File: src/rtl/pre_if_stage_pkg.sv
// Shared constants and types for the pre-IF fetch stage.
package pre_if_stage_pkg;

  localparam logic [31:0] RESET_PC = 32'h1c000000;
  localparam logic [31:0] PC_STEP  = 32'd4;
  localparam logic [31:0] INST_NOP = 32'h03400000;

  typedef enum logic {
    BUF_EMPTY = 1'b0,
    BUF_FULL  = 1'b1
  } buf_state_e;

  function automatic logic [31:0] word_align(input logic [31:0] addr);
    return {addr[31:2], 2'b00};
  endfunction

endpackage

File: src/rtl/pre_if_stage_skid_buf.sv
// One-entry instruction buffer: holds a returned SRAM word while IF cannot consume it.
module inst_skid_buf
  import pre_if_stage_pkg::*;
(
  input  logic        clk,
  input  logic        rst_n,
  input  logic        i_rd_pending,
  input  logic        i_drain,
  input  logic        i_flush,
  input  logic [31:0] i_rdata,
  output logic [31:0] o_inst,
  output logic        o_full
);

  buf_state_e  r_state;
  logic [31:0] r_data;

  always_ff @(posedge clk or negedge rst_n) begin
    if (!rst_n) begin
      r_state <= BUF_EMPTY;
      r_data  <= INST_NOP;
    end else begin
      case (r_state)
        BUF_EMPTY: begin
          // Data returns with nobody to take it and no redirect killing it.
          if (i_rd_pending && !i_drain && !i_flush) begin
            r_state <= BUF_FULL;
            r_data  <= i_rdata;
          end
        end
        BUF_FULL: begin
          if (i_drain || i_flush) r_state <= BUF_EMPTY;
        end
        default: r_state <= BUF_EMPTY;
      endcase
    end
  end

  assign o_full = (r_state == BUF_FULL);
  assign o_inst = o_full ? r_data : i_rdata;

endmodule

File: src/rtl/pre_if_stage.sv
// Pre-IF stage: fetch PC, branch redirect (including during stalls) and SRAM read issue.
module pre_if_stage
  import pre_if_stage_pkg::*;
(
  input  logic        clk,
  input  logic        reset,
  input  logic        fs_allow_in,
  input  logic        fs_to_ds_go,
  input  logic        br_taken,
  input  logic [31:0] br_target,
  input  logic [31:0] inst_sram_rdata,
  output logic        inst_sram_en,
  output logic [3:0]  inst_sram_we,
  output logic [31:0] inst_sram_addr,
  output logic        to_fs_valid,
  output logic [31:0] pc,
  output logic [31:0] fs_inst,
  output logic        br_taken_cancel
);

  logic        r_ps_valid;
  logic [31:0] r_pc;
  logic        r_rd_pending;
  logic        r_br_pending;
  logic [31:0] r_br_pend_target;

  logic        w_issue;
  logic [31:0] w_nextpc;
  logic        w_buf_full;

  always_comb begin
    w_issue = r_ps_valid && fs_allow_in;
    // An older redirect held across a stall outranks a fresh branch.
    if (r_br_pending)  w_nextpc = r_br_pend_target;
    else if (br_taken) w_nextpc = word_align(br_target);
    else               w_nextpc = r_pc + PC_STEP;
  end

  always_ff @(posedge clk or negedge reset) begin
    if (!reset) begin
      r_ps_valid       <= 1'b0;
      r_pc             <= RESET_PC - PC_STEP;
      r_rd_pending     <= 1'b0;
      r_br_pending     <= 1'b0;
      r_br_pend_target <= '0;
    end else begin
      r_ps_valid   <= 1'b1;
      r_rd_pending <= w_issue;
      if (w_issue) begin
        r_pc         <= w_nextpc;
        r_br_pending <= 1'b0;
      end else if (br_taken && !r_br_pending) begin
        r_br_pending     <= 1'b1;
        r_br_pend_target <= word_align(br_target);
      end
    end
  end

  inst_skid_buf u_skid_buf (
    .clk          (clk),
    .rst_n        (reset),
    .i_rd_pending (r_rd_pending),
    .i_drain      (fs_to_ds_go),
    .i_flush      (br_taken),
    .i_rdata      (inst_sram_rdata),
    .o_inst       (fs_inst),
    .o_full       (w_buf_full)
  );

  assign inst_sram_en    = w_issue;
  assign inst_sram_we    = '0;
  assign inst_sram_addr  = w_nextpc;
  assign to_fs_valid     = r_ps_valid;
  assign pc              = r_pc;
  assign br_taken_cancel = br_taken;

endmodule

File: config.mk
export PLATFORM = sky130hd
export DESIGN_NAME = pre_if_stage
export DESIGN_NICKNAME = d
export VERILOG_FILES = /design/src/rtl/pre_if_stage_pkg.sv /design/src/rtl/pre_if_stage_skid_buf.sv /design/src/rtl/pre_if_stage.sv
export SDC_FILE = /design/constraint.sdc
export NUM_CORES = 1
export LEC_CHECK = 0
export CAP_MARGIN = 0
export CORE_MARGIN = 5
export CORE_UTILIZATION = 51
export DETAILED_ROUTE_END_ITERATION = 7
export PLACE_DENSITY = 0.87
export SYNTH_ARGS = -nofsm -noshare
export SYNTH_HDL_FRONTEND = slang
export SYNTH_SLANG_ARGS = --single-unit
File: constraint.sdc
create_clock -name clk -period 3.85 [get_ports clk]
set_input_delay 0.385 -clock clk [delete_from_list [all_inputs] [get_ports clk]]
set_output_delay 0.385 -clock clk [all_outputs]
set_load 0.01 [all_outputs]
==> flow_summary.ini, run 1 <==
[routing]
drt_iter0_drc = 236
drt-wirelength-per-cell_um = 18.8
ant_nets = 0
viasPerCell = 5.70
route.detailed.drc = 0
routed_wl_um = 15200
num_vias = 4618
drtPass1Iterations = 4

[floorplan]
start_util_pct = 51.5
dieArea_um2 = 13000
pin_count = 172
coreArea_um2 = 10700
die_height_um = 114
row_count = 38
die_w_um = 114

[timing]
max_freq_mhz = 292
rsz0062_at_grt = no
tns_ps = 0
slew_viol_final = 0
min_period_over_period_pct = 88.9
min_period_ps = 3420
layout_setup_ws_ps = 426
setup_viol = 0
finClkSkew_ps = 10.8
max_slew.worst_pin.slew_ps = 921
finalHoldViolations = 0
slew_headroom_pct = 38.6

[critical_path]
cp-start-kind = flip-flop
crit_required_ps = 3460
r2r_setup_slack_ps = 1580
ff2ff_path_depth = 6
crit_path_end_kind = output pin
cp.arrival_ps = 3040
reg2reg_from = pc[2]
reg2reg_to = pc[26]
path_max_fanout = 9
worstSetupPathType = flip-flop to output pin

[final_layout]
final-seq-area_um2 = 2490
final_nets = 735
mostFrequentLayoutCells = clkdlybuf4s50_1 (164), mux2_2 (95), dfrtp_1 (69)
layout_commonest_cell = clkdlybuf4s50_1
synthToLayoutAreaGrowth_pct = 35.0
fillCellCount = 803
drive_gt1_share_pct = 24.2
n_antenna_cell = 0
multi_input_area_um2 = 2820

[synth]
synth.distinct_cells = 51
synth_cells = 515
synth_seq_cells = 98
synthTopCellsByArea = dfrtp_1 (31%), mux2_2 (19%), dfstp_2 (14%)
ys_seq_area_share_pct = 45.2
yosysTopAreaCellShare_pct = 31.4
synth_warnings = 0
synth_top_flop_cell = dfrtp_1
synth_area_leader_cell = dfrtp_1
synth-edff-count = 0
syn_avg_cell_area_um2 = 10.7
synthArstFlopShare_pct = 100
synth_area_um2 = 5500

[global_routing]
antenna_found_initial = 0
grt_pass1_wl_um = 24600
grt_pass1_vias = 4845
grt_max_degree = 72
overflow = 0
grt_usage_pct = 23.7

[clocking]
clk_path_buf_depth = 2
cts-root-buf = clkbuf_8
path_clk_slew_ps = 90
cts_made_buffers = 9
cts_tree = yes
clock_sinks = 98
ctsHoldBuffers = 0
cts_max_level = 3
cts_resized = 0
cts_setup_buffers = 0
insertion_delay_ps = 360

[power]
vdd.ir_drop.worst_v = 0.000234
power.density_nw_per_um2 = 448
static-leakage-power_nw = 2.99

[place]
portBuffers = 165
pre_cts_ws_ps = 800
gp_congestion = 0.848
place_hpwl_um = 11200

[hold_path]
holdCritPathClass = input port to async pin

[run]
cap_violations = 0

[run_status]
outcome = complete, no violations
## stage by stage
stage	power [W]	std cells	hold WS, ps	util (%)	instance area, µm²
floorplan	0.00211	518	89.4	-	5520
global placement	0.00266	794	464	67.8	7250
detailed placement	0.00271	794	485	67.8	7250
CTS	0.00335	810	179	69.5	7430
global route	0.00351	810	229	69.5	7430
finish	0.00333	810	156	69.5	7430
## synth_stat cells, types with 2 or more instances
master / n
a21boi_0: 7
a21o_1: 2
a21oi_1: 22
a22oi_1: 13
a31oi_1: 7
and2_1: 2
and3_1: 13
buf_2: 4
buf_4: 5
clkbuf_1: 27
clkbuf_2: 2
conb_1: 2
dfrtp_1: 69
dfstp_2: 29
inv_1: 11
mux2_2: 95
mux2i_1: 5
nand2_1: 42
nand3_1: 8
nand4_1: 8
nand4_2: 2
nor2_1: 21
nor3_1: 3
nor4_1: 2
nor4_4: 4
o21ai_0: 31
o21ai_1: 10
o22a_1: 3
o22ai_1: 7
o2bb2ai_1: 6
o31a_1: 5
o31ai_1: 4
xnor2_1: 20
xor2_1: 7
## power breakdown
part / internal [W] / switching (W)
Combinational: 0.000660 / 0.000485
Sequential: 0.00132 / 0.000235
Clock: 0.000270 / 0.000363
## worst max-delay path: stages (launching register included)
cell	delay (ps)
dfstp_2	630
nand4_4	260
nor4_4	580
nand4_2	220
xnor2_1	170
o21ai_0	220
clkdlybuf4s50_1	590
## layer usage
layer | up-vias | part of all wire, % | GRT usage (%)
met5 | - | 0 | 0
met4 | 0 | 3.0 | 9.66
met3 | 33 | 8.1 | 6.31
met2 | 176 | 50 | 39.8
met1 | 2256 | 39 | 29.0
li1 | 2153 | - | -
## area by class of cell
cell class	count	area share [%]
Multi-Input combinational cell	370	38.0
Clock buffer	12	2.09
Clock inverter	4	0.354
Sequential cell	98	33.5
Timing Repair Buffer	175	23.2
Inverter	11	0.556
Tap cell	140	2.36
## flip-flops by register name, indices dropped and copies added, names as in the netlist
name / cells
u_skid_buf.r_data: 32
u_skid_buf.o_full: 1
r_br_pend_target: 30
to_fs_valid: 1
pc: 32
r_rd_pending: 1
r_br_pending: 1
## cell families after synthesis
group,after synthesis,share of synthesized area [%]
AO/OA/AOI/OAI,122,13.8
XOR/XNOR,27,4.30
adder cells (fa/ha/maj),1,0.227
buffers and inverters,50,3.89
flip-flops,98,45.2
multiplexers,100,20.3
other,2,0.136
AND/OR/NAND/NOR,115,12.1
## worst max path at each step
| stage | start | endpoint | slack (ps) |
|---|---|---|---|
| final | pc[7] | inst_sram_addr[31] | 430 |
| after floorplan | pc[7] | inst_sram_addr[31] | 1480 |
| after CTS | pc[2] | inst_sram_addr[20] | 380 |
| after detailed placement | pc[2] | inst_sram_addr[20] | 800 |
| after global routing | pc[2] | inst_sram_addr[24] | 260 |
| after global placement | pc[2] | inst_sram_addr[20] | 860 |
Note: power is estimated with default switching activity, not from simulation.
==> inputs of run 2 (changes only) <==
--- a/config.mk
+++ b/config.mk
@@ -10,6 +10,7 @@
 export CORE_UTILIZATION = 51
 export DETAILED_ROUTE_END_ITERATION = 7
 export PLACE_DENSITY = 0.87
+export SLEW_MARGIN = 20
 export SYNTH_ARGS = -nofsm -noshare
 export SYNTH_HDL_FRONTEND = slang
 export SYNTH_SLANG_ARGS = --single-unit
==> results of run 2 <==
No change in the layout: final DEF, timing and power equal those of run 1.
==> inputs of run 3 (changes only) <==
--- a/config.mk
+++ b/config.mk
@@ -9,6 +9,7 @@
 export CORE_MARGIN = 5
 export CORE_UTILIZATION = 51
 export DETAILED_ROUTE_END_ITERATION = 7
+export HOLD_SLACK_MARGIN = 0.08
 export PLACE_DENSITY = 0.87
 export SLEW_MARGIN = 20
 export SYNTH_ARGS = -nofsm -noshare
==> results of run 3 <==
No change in the layout: final DEF, timing and power equal those of run 1.
